File: src/rtl/ps2_scancode_decoder.sv
// PS/2 Set-2 scan-code parser: pops bytes from the receiver FIFO,
// emits key events and keeps a Game Boy joypad pressed-state vector.
module ps2_scancode_decoder #(
    parameter logic [7:0] KEY_A      = 8'h1A,
    parameter logic [7:0] KEY_B      = 8'h22,
    parameter logic [7:0] KEY_SELECT = 8'h59,
    parameter logic [7:0] KEY_START  = 8'h5A,
    parameter int         PAUSE_SKIP = 7
) (
    input  logic       clk,
    input  logic       rst,
    input  logic [7:0] kb_data,
    input  logic       kb_ready,
    input  logic       kb_overflow,
    output logic       kb_rdn,
    output logic       key_valid,
    output logic [7:0] key_code,
    output logic       key_ext,
    output logic       key_break,
    output logic [7:0] joypad,
    output logic       parse_err
);
    localparam int SW = $clog2(PAUSE_SKIP + 1);

    typedef enum logic [2:0] {
        S_IDLE, S_EXT, S_BRK, S_EXTBRK, S_SKIP
    } state_t;

    state_t          r_state;
    logic [SW-1:0]   r_skip;
    logic            r_key_valid;
    logic [7:0]      r_key_code;
    logic            r_key_ext;
    logic            r_key_break;
    logic [7:0]      r_joypad;
    logic            r_parse_err;

    logic            w_pop;
    logic            w_err_byte;
    logic            w_emit;
    logic            w_ext;
    logic            w_brk;
    logic [7:0]      w_mask;

    assign w_pop      = kb_ready & ~rst;
    assign kb_rdn     = ~w_pop;
    assign w_err_byte = (kb_data == 8'h00) || (kb_data == 8'hFF);

    function automatic logic [7:0] f_map(input logic [7:0] code,
                                         input logic       ext);
        logic [7:0] m;
        m = 8'h00;
        if (ext) begin
            unique case (code)
                8'h74:   m = 8'h01;
                8'h6B:   m = 8'h02;
                8'h75:   m = 8'h04;
                8'h72:   m = 8'h08;
                default: m = 8'h00;
            endcase
        end else begin
            if (code == KEY_A)      m = 8'h10;
            if (code == KEY_B)      m = 8'h20;
            if (code == KEY_SELECT) m = 8'h40;
            if (code == KEY_START)  m = 8'h80;
        end
        return m;
    endfunction

    // Which bytes complete an event, and with which flags.
    always_comb begin
        w_emit = 1'b0;
        w_ext  = 1'b0;
        w_brk  = 1'b0;
        unique case (r_state)
            S_IDLE: begin
                w_emit = !(kb_data inside {8'hE0, 8'hF0, 8'hE1,
                                           8'hAA, 8'hFA, 8'hEE, 8'hFE});
            end
            S_EXT: begin
                w_emit = !(kb_data inside {8'hE0, 8'hF0});
                w_ext  = 1'b1;
            end
            S_BRK: begin
                w_emit = !(kb_data inside {8'hE0, 8'hF0});
                w_brk  = 1'b1;
            end
            S_EXTBRK: begin
                w_emit = 1'b1;
                w_ext  = 1'b1;
                w_brk  = 1'b1;
            end
            default: w_emit = 1'b0;
        endcase
        w_mask = f_map(kb_data, w_ext);
    end

    always_ff @(posedge clk) begin
        if (rst) begin
            r_state     <= S_IDLE;
            r_skip      <= '0;
            r_key_valid <= 1'b0;
            r_key_code  <= 8'h00;
            r_key_ext   <= 1'b0;
            r_key_break <= 1'b0;
            r_joypad    <= 8'h00;
            r_parse_err <= 1'b0;
        end else begin
            r_key_valid <= 1'b0;
            r_parse_err <= 1'b0;
            if (kb_overflow || (w_pop && w_err_byte)) begin
                r_state     <= S_IDLE;
                r_skip      <= '0;
                r_joypad    <= 8'h00;
                r_parse_err <= 1'b1;
            end else if (w_pop) begin
                if (w_emit && r_state != S_SKIP) begin
                    r_key_valid <= 1'b1;
                    r_key_code  <= kb_data;
                    r_key_ext   <= w_ext;
                    r_key_break <= w_brk;
                    if (w_brk) r_joypad <= r_joypad & ~w_mask;
                    else       r_joypad <= r_joypad | w_mask;
                end
                unique case (r_state)
                    S_IDLE: begin
                        if (kb_data == 8'hE0) begin
                            r_state <= S_EXT;
                        end else if (kb_data == 8'hF0) begin
                            r_state <= S_BRK;
                        end else if (kb_data == 8'hE1) begin
                            r_state <= S_SKIP;
                            r_skip  <= SW'(PAUSE_SKIP);
                        end
                    end
                    S_EXT: begin
                        if (kb_data == 8'hF0)      r_state <= S_EXTBRK;
                        else if (kb_data != 8'hE0) r_state <= S_IDLE;
                    end
                    S_BRK:    r_state <= S_IDLE;
                    S_EXTBRK: r_state <= S_IDLE;
                    S_SKIP: begin
                        r_skip <= r_skip - 1'b1;
                        if (r_skip <= SW'(1)) r_state <= S_IDLE;
                    end
                    default:  r_state <= S_IDLE;
                endcase
            end
        end
    end

    assign key_valid = r_key_valid;
    assign key_code  = r_key_code;
    assign key_ext   = r_key_ext;
    assign key_break = r_key_break;
    assign joypad    = r_joypad;
    assign parse_err = r_parse_err;
endmodule

File: config.mk
export PLATFORM = sky130hd
export DESIGN_NAME = ps2_scancode_decoder
export DESIGN_NICKNAME = d
export VERILOG_FILES = /design/src/rtl/ps2_scancode_decoder.sv
export SDC_FILE = /design/constraint.sdc
export NUM_CORES = 1
export LEC_CHECK = 0
export BUFFER_PORTS_ARGS = -buffer_cell sky130_fd_sc_hd__buf_4
export CORE_AREA = 2 2 53 80
export DETAILED_ROUTE_END_ITERATION = 10
export DIE_AREA = 0 0 55 82
export PLACE_DENSITY = 0.59
export SLEW_MARGIN = 0
export SYNTH_ARGS = -nofsm -noshare
export SYNTH_HDL_FRONTEND = slang
export SYNTH_SLANG_ARGS = --single-unit
File: constraint.sdc
create_clock -name clk -period 2 [get_ports clk]
set_clock_uncertainty 0.05 [all_clocks]
set_input_delay 0.2 -clock clk [delete_from_list [all_inputs] [get_ports clk]]
set_output_delay 0.2 -clock clk [all_outputs]
set_load 0.005 [all_outputs]
==> reports/qor.txt, run 1 <==
status: completed
Async SR Flop Fraction: 0%
switching fraction of total power: 24.1%
initial antenna violation count: 0
Seq pwr share: 53.1%
PostCTS Resize Cnt: 0
met1 WL: 1450 um
clock share of power: 34.0%
crit path DAT: 1970 ps
Worst Max-Slew Pin Slew: 379 ps
P_int: 0.756 mW
port bufs: 32
placed insts: 237
largest fanout on the critical path: 3
Vias: 1294
DRT Pass-1 Iters: 4
unrepaired setup endpoints after global routing: false
fin util: 47.6%
WL met2: 1910 um
Synth Cell Area: 0.00146 mm2
sequential fraction of the synthesis area: 35.6%
Ports: 33
Ys Warns: 0
CTS Buf Count: 3
crit path launch type: flop
Final Max Tran Viols: 0
fin cells: 241
clock buffer depth: 2
largest cells by area after synthesis: dfxtp_1, mux2i_1, nand2_1, nor2_1, a2111oi_4
crit share post-route: 92.9%
Area Growth Syn to Fin: 25.5%
Data required, critical path: 2110 ps
first-pass GRT wire length: 5940 um
EDFF count, synth: 0
diodes inserted: 0
DR top layer: met4
setup TNS: 0 ps
DR vias/cell: 5.37
Final nets: 211
clock latency on the worst-skew pair: 270 ps
Initial Util: 37.9%
Slew HR: 74.5%
Num Clock Sinks: 26
CTS tree: built
Fillers: 399
Comb power frac: 12.9%
Switching Power: 0.240 mW
Top FF cell, synth: dfxtp_1
clock root buffer: clkbuf_8
GRT Util Overall: 18.0%
Overall Power: 0.995 mW
final worst slack: 143 ps
Min Clock Period, post-route: 1860 ps
leak pwr: 0.720 nW
GP Congestion: 0.974
Final Setup Violations: 0
Final Routed Wirelength: 3570 um
Routed WL per cell: 14.8 um
total global routing overflow: 0
vias in the first global route: 1298
Final Hold Violating Endpoints: 0
Core Area: 0.00385 mm2
DRC viols: 0
Yosys top cell by area: dfxtp_1
commonest non-fill, non-tap cells in the layout: buf_4, dfxtp_1, mux2i_1
row count: 28
syn nets: 175
post-synth top area share: 35.6%
HPWL Detailed: 2860 um
Hold Crit Class: in -> reg
share of cells above drive strength 1: 30.6%
hold buffers post-CTS: 0
f_max: 538 MHz
most common cell after layout, fill and taps aside: buf_4
die width: 55 um
die area: 0.00451 mm2
met3 routed WL: 105 um
H-tree levels: 1
DP Worst Slack: 64.1 ps
Syn Area/Cell: 9.08 um2
die height: 82 um
clk slew on worst S/H paths: 90 ps
critical path endpoint category: flop
WS Path Type: reg -> reg
Routed Antenna Nets: 0
# Post-CTS Setup Buffers: 0
largest net degree at the start of global routing: 15
cell area power density: 543 mW/mm2
Starting DRT DRC Count: 27
Synth cell types: 44
maxcap violations: 0
Post-Syn Instances: 161
#FFs+latches synth: 26
Peak VDD IR: 0.000352 V
-- layout make-up --
cell class / instances / area (um2) / share of cell area (%)
clock buffers: 4 / 55.1 / 3.00
flip-flops and latches: 26 / 520 / 28.4
well taps: 45 / 56.3 / 3.07
inverters: 5 / 18.8 / 1.02
multi-input cells: 121 / 871 / 47.5
repair buffers: 40 / 313 / 17.1
-- worst paths after layout --
| kind | end | from | slack [ps] | depth (start not counted) |
|---|---|---|---|---|
| worst max-delay path | flop | r_state[0]$_SDFFE_PP0P_ | 140 | 6 |
| worst min-delay path | key_code[7]$_SDFFE_PP0P_ | kb_data[7] | 180 | 3 |
| worst max register to register | flop | r_state[0]$_SDFFE_PP0P_ | 140 | 6 |
| worst min register to register | flop | flop | 420 | 2 |
-- cells by family (layout without fill, tap and decap cells) --
logic type	after synthesis	after routing	share of synthesized area (%)
compound gates	19	19	13.2
buf+inv	14	49	4.79
simple gates	80	80	30.9
flops	26	26	35.6
mux	20	20	13.8
fa+ha+maj	2	2	1.71
-- per-stage QoR --
| step | instance area (um2) | hold slack, ps |
|---|---|---|
| after floorplan | 1460 | 297 |
| final | 1830 | 181 |
| after CTS | 1830 | 166 |
| after global placement | 1780 | 405 |
| after global routing | 1830 | 178 |
| after detailed placement | 1780 | 408 |
-- cells in the mapped netlist, types with 2 or more instances --
cell and instances:
nor2b_1 3, and2_1 2, inv_1 4, a211oi_1 2, nand2b_1 7, nor2_1 16, buf_2 5, nor2_2 2
mux2i_1 19, a2111oi_4 2, and3_1 3, nand4_1 5, ha_1 2, nor4_1 6, a21oi_2 2, nand3_1 4
clkbuf_1 2, o31ai_1 2, o21ai_0 3, nand2_1 16, a21oi_1 3, dfxtp_1 26, nor3_1 4
-- power by group through the flow --
stage	registers [mW]	clock network [mW]	logic [mW]
after floorplan	0.541	0	0.0698
after global placement	0.540	0	0.127
after detailed placement	0.541	0	0.129
after CTS	0.529	0.353	0.129
after global routing	0.530	0.373	0.140
final	0.528	0.339	0.128
-- routing by layer --
layer / GRT usage, % / vias to the layer above
met3: 2.36 / 8
met5: 0 / -
met1: 20.0 / 612
met4: 9.76 / 0
met2: 31.8 / 31
li1: - / 643
-- critical path, cell delays in order (launching register included) --
cell	delay (ps)
dfxtp_1	370
nor2_1	100
a2111oi_4	390
a31oi_4	100
a2111oi_4	450
mux2i_1	260
nor2_2	40
No activity file was read; power rests on OpenSTA's default activity.
==> run 2, diff against run 1 <==
CORE_AREA = 2 2 64 66   (was 2 2 53 80)
DIE_AREA = 0 0 66 68   (was 0 0 55 82)
==> run 2 against run 1 <==
Power increased by 11%. Hold slack got worse by 12 ps. First-iteration DRC count increased to 2.6 times the previous value. Via count increased by 0.39%. Sequential cell count unchanged. Sequential share of layout area decreased by 0.57 points. Non-clock buffer count increased by 2. Register-to-register slack improved by 120 ps.
==> reports/qor.txt, run 2 (same netlist as run 1, synthesis figures left out) <==
GRT Util Overall: 16.7%
total global routing overflow: 0
Register Area: 520 um2
Core Area: 0.00386 mm2
DRT Pass-1 Iters: 4
crit path launch type: flop
DR vias/cell: 5.24
# Post-CTS Setup Buffers: 0
vias in the first global route: 1302
Routed WL per cell: 14.2 um
Min Clock Period, post-route: 1740 ps
Slew HR: 78.1%
f_max: 575 MHz
Vias: 1299
final worst slack: 260 ps
initial antenna violation count: 0
Data required, critical path: 2130 ps
Final Hold Violating Endpoints: 0
Ports: 33
die area: 0.00449 mm2
first-pass GRT wire length: 5950 um
GP Congestion: 0.832
maxcap violations: 0
met2 Use GR: 30.7%
Final Max Tran Viols: 0
hold buffers post-CTS: 0
largest net degree at the start of global routing: 16
crit path DAT: 1870 ps
H-tree levels: 1
commonest non-fill, non-tap cells in the layout: buf_4, dfxtp_1, mux2i_1
final std cell area, no fill: 0.00187 mm2
die width: 66 um
Area Growth Syn to Fin: 28.1%
CTS tree: built
CTS Buf Count: 3
Fillers: 389
status: completed
Final nets: 213
DRC viols: 0
WS Path Type: reg -> reg
Final Routed Wirelength: 3530 um
DP Worst Slack: 110 ps
Routed Antenna Nets: 0
HPWL Detailed: 2680 um
Worst Max-Slew Pin Slew: 326 ps
most common cell after layout, fill and taps aside: buf_4
fin util: 48.5%
area of the multi-input gates: 871 um2
Peak VDD IR: 0.000259 V
unrepaired setup endpoints after global routing: false
diodes inserted: 0
Final Setup Violations: 0
Initial Util: 37.9%
cell area power density: 589 mW/mm2
clock buffer depth: 2
clk slew on worst S/H paths: 90 ps
clock latency on the worst-skew pair: 270 ps
PostCTS Resize Cnt: 0
critical path endpoint category: flop
share of cells above drive strength 1: 31.3%
met1 global-route usage: 21.0%
grt peak-use layer: met2
Starting DRT DRC Count: 71
clock root buffer: clkbuf_8
die height: 68 um
leak pwr: 0.737 nW
setup TNS: 0 ps
crit share post-route: 87.0%
met3 usage: 1.64%
row count: 23
Num Clock Sinks: 26
largest fanout on the critical path: 11
port bufs: 32
Hold Crit Class: in -> reg
Placed Area: 0.00180 mm2
==> run 2: changes by cell type in the layout (fill, tap and decap cells not counted) <==
cell,delta
bufinv_16,+1
buf_4,+2
clkbuf_8,-1
==> run 2: worst max-delay path, stage by stage (launching register included) <==
cell and delay, ps:
dfxtp_1 320, buf_4 160, nor4_1 300, nand3_2 180
a21oi_2 220, buf_12 170, mux2i_1 200, nor2_1 50
==> run 2: cell type report <==
class                      instances  area share [%]
tap                               50            3.34
clock inverter                     1            1.60
timing repair buffer              42            17.5
clock buffer                       3            2.21
multi-input combinational        121            46.5
sequential                        26            27.8
inverter                           5            1.00
==> run 2: metrics by stage <==
| step | hold WS [ps] | std cells | power, mW |
|---|---|---|---|
| global placement | 402 | 244 | 0.669 |
| detailed placement | 406 | 244 | 0.670 |
| floorplan | 297 | 161 | 0.611 |
| CTS | 170 | 248 | 1.11 |
| finish | 169 | 248 | 1.10 |
| global route | 199 | 248 | 1.13 |
==> run 2: final timing paths <==
check,startpoint,to,slack [ps],cells past startpoint
worst min register to register,flop,flop,430,2
worst max-delay path,r_state[1]$_SDFFE_PP0P_,key_code[0]$_SDFFE_PP0P_,260,7
worst max register to register,r_state[1]$_SDFFE_PP0P_,key_code[0]$_SDFFE_PP0P_,260,7
worst min-delay path,kb_data[4],key_code[4]$_SDFFE_PP0P_,170,3
==> run 2: per-layer routing <==
layer | up-vias | wire (um) | part of all wire (%)
met5 | - | 0 | 0
met4 | 0 | 31 | 0.88
met3 | 4 | 143 | 4.1
met2 | 28 | 1800 | 51
met1 | 619 | 1550 | 44
li1 | 648 | - | -
==> run 2: power by group <==
part,switching [mW],internal (mW)
sequential,0.00336,0.525
clock,0.176,0.268
combinational,0.0728,0.0570
==> run 3, diff against run 2 <==
ABC_AREA = 1   (was not set)
CORE_AREA = 2 2 65 67   (was 2 2 64 66)
DIE_AREA = 0 0 67 69   (was 0 0 66 68)
PLACE_DENSITY = 0.6   (was 0.59)
==> run 3 against run 2 <==
Utilization fell by 0.68 points. Sequential share of layout area is essentially flat. Non-clock buffer count shrank 7. Maximum frequency is 0.87% lower. Routed wire length down 1.9%. Register-to-register slack lost 20 ps. Synthesized area rose by 4.6%. Sequential cell count unchanged. Clock-buffer cell count up 1. Power shrank 8.0%. Hold slack lost 130 ps. Cell count grew 29%. Critical path type unchanged. Critical endpoint is now key_code[1]$_SDFFE_PP0P_.
==> reports/qor.txt, run 3 <==
status: completed
Fillers: 434
crit share post-route: 87.8%
Min Clock Period, post-route: 1760 ps
GRT Util Overall: 16.1%
HPWL Detailed: 2790 um
syn nets: 251
share of cells above drive strength 1: 22.5%
DRC viols: 0
first-pass GRT wire length: 6050 um
largest fanout on the critical path: 20
most frequent cell after synthesis: nand2_1
GP Congestion: 0.891
met1 WL: 1770 um
Most common cell on crit path: nor2_1
cell area power density: 541 mW/mm2
clock root buffer: clkbuf_8
Yosys top cell by area: dfxtp_1
Async SR Flop Fraction: 0%
Routed WL per cell: 10.8 um
clock share of power: 33.7%
DRT Pass-1 Iters: 4
clock latency on the worst-skew pair: 270 ps
Switching Power: 0.253 mW
diodes inserted: 0
initial antenna violation count: 0
f_max: 570 MHz
slowest cell on the critical path: dfxtp_1
Final Hold Violating Endpoints: 0
cells along the critical path: nor2_1 -> nand2_1 -> inv_1 -> o21ai_1 -> nor2_1 -> nand2_2 -> nand2_4 -> nand2_2 -> o21ai_0 -> nor2_1
PostCTS Resize Cnt: 0
Hold Crit Class: in -> reg
Initial Util: 39.1%
DR top layer: met4
delay-heaviest family, CP: simple AND/OR/NAND/NOR gates
fin cells: 321
WS Path Type: reg -> reg
Hold Crit Depth: 2
Commonest cells post-synth: nand2_1, nor2_1, dfxtp_1
Peak VDD IR: 0.000255 V
R2R depth: 10
Final nets: 286
unrepaired setup endpoints after global routing: false
met3 routed WL: 176 um
Syn Area/Cell: 6.45 um2
Post-Syn Instances: 237
crit path launch type: flop
crit path DAT: 1880 ps
Data required, critical path: 2120 ps
WP buf/inv: 1
vias in the first global route: 1387
clk slew on worst S/H paths: 90 ps
EDFF count, synth: 0
Synth cell types: 26
# Post-CTS Setup Buffers: 0
die width: 67 um
#FFs+latches synth: 26
hold buffers post-CTS: 0
Routed Antenna Nets: 0
switching fraction of total power: 24.9%
clock buffer depth: 2
DP Worst Slack: 262 ps
Num Clock Sinks: 26
placed insts: 317
Final Max Tran Viols: 0
critical path endpoint category: flop
die area: 0.00462 mm2
Ys Warns: 0
CP Depth: 10
commonest non-fill, non-tap cells in the layout: nand2_1, nor2_1, buf_4
H-tree levels: 1
row count: 23
Starting DRT DRC Count: 90
leak pwr: 0.803 nW
Core Area: 0.00391 mm2
Seq pwr share: 52.8%
CTS Buf Count: 3
Ports: 33
Worst Max-Slew Pin Slew: 482 ps
most common cell after layout, fill and taps aside: nand2_1
setup TNS: 0 ps
largest cells by area after synthesis: dfxtp_1, nand2_1, nor2_1, inv_1, nand3_1
die height: 69 um
Top FF cell, synth: dfxtp_1
DR vias/cell: 4.69
Vias: 1507
Slew HR: 67.6%
post-synth top area share: 34.0%
largest net degree at the start of global routing: 21
final worst slack: 245 ps
Final Setup Violations: 0
Area Growth Syn to Fin: 22.5%
P_int: 0.761 mW
maxcap violations: 0
total global routing overflow: 0
Synth Cell Area: 0.00153 mm2
port bufs: 32
Final Routed Wirelength: 3460 um
CP max stage delay: 350 ps
Comb power frac: 13.4%
WL met2: 1480 um
CTS tree: built
sequential fraction of the synthesis area: 34.0%
-- run 3: cell count changes after synthesis, moves of 4 or more --
cell / previous run / this run
nand2_1: 16 / 50
a21oi_1: 3 / 10
inv_2: 1 / 5
nor2_1: 16 / 48
nand3_1: 4 / 17
mux2i_1: 19 / 0
nand2b_1: 7 / 0
nand3_2: 1 / 7
nand4_1: 5 / 10
inv_1: 4 / 24
o21ai_0: 3 / 10
-- run 3: worst reg2reg max path: stages, from the launching register on --
cell	delay, ps
dfxtp_1	350
nor2_1	180
nand2_1	70
inv_1	80
o21ai_1	90
nor2_1	160
nand2_2	90
nand2_4	200
nand2_2	160
o21ai_0	170
nor2_1	50
-- run 3: cell families (layout without fill, tap and decap cells) --
group / Yosys count / in the layout / synth area share, %
simple gates: 148 / 148 / 45.3
xor+xnor: 1 / 1 / 0.573
buf+inv: 36 / 70 / 10.3
flops: 26 / 26 / 34.0
compound gates: 24 / 24 / 8.18
fa+ha+maj: 2 / 2 / 1.64
-- run 3: metrics by stage --
| stage | power [mW] | cell area, um2 | hold slack (ps) | utilization (%) |
|---|---|---|---|---|
| 6_report | 1.01 | 1870 | 41.8 | 47.9 |
| 3_5_place_dp | 0.685 | 1820 | 332 | 46.5 |
| 4_1_cts | 1.03 | 1870 | 33.8 | 47.9 |
| 2_1_floorplan | 0.622 | 1530 | 219 | - |
| 3_3_place_gp | 0.685 | 1820 | 328 | 46.5 |
| 5_1_grt | 1.06 | 1870 | 48.9 | 47.9 |
-- run 3: power by group through the flow --
stage	Clock (mW)	Combinational (mW)	Sequential [mW]
floorplan	0	0.0725	0.549
global placement	0	0.137	0.548
detailed placement	0	0.137	0.548
CTS	0.359	0.137	0.536
global route	0.371	0.154	0.538
finish	0.342	0.136	0.536
-- run 3: layout make-up --
class	instances	area (um2)	area share, %
clock buffer	4	55.1	2.94
sequential	26	520	27.8
timing repair buffer	35	263	14.0
inverter	31	121	6.48
multi-input combinational	175	851	45.4
tap	50	62.6	3.34
-- run 3: per-layer routing --
layer / global-route usage [%] / vias to the layer above
met5: 0 / -
met4: 4.08 / 0
met3: 2.45 / 4
met2: 25.2 / 38
met1: 23.0 / 638
li1: - / 827
-- run 3: path summary, 6_finish.rpt --
| check | start | end | slack (ps) |
|---|---|---|---|
| hold reg to reg | flop | flop | 420 |
| hold / removal | rst | parse_err$_SDFF_PP0_ | 40 |
| setup / recovery | r_state[1]$_SDFFE_PP0P_ | key_code[1]$_SDFFE_PP0P_ | 240 |
| setup reg to reg | r_state[1]$_SDFFE_PP0P_ | key_code[1]$_SDFFE_PP0P_ | 240 |
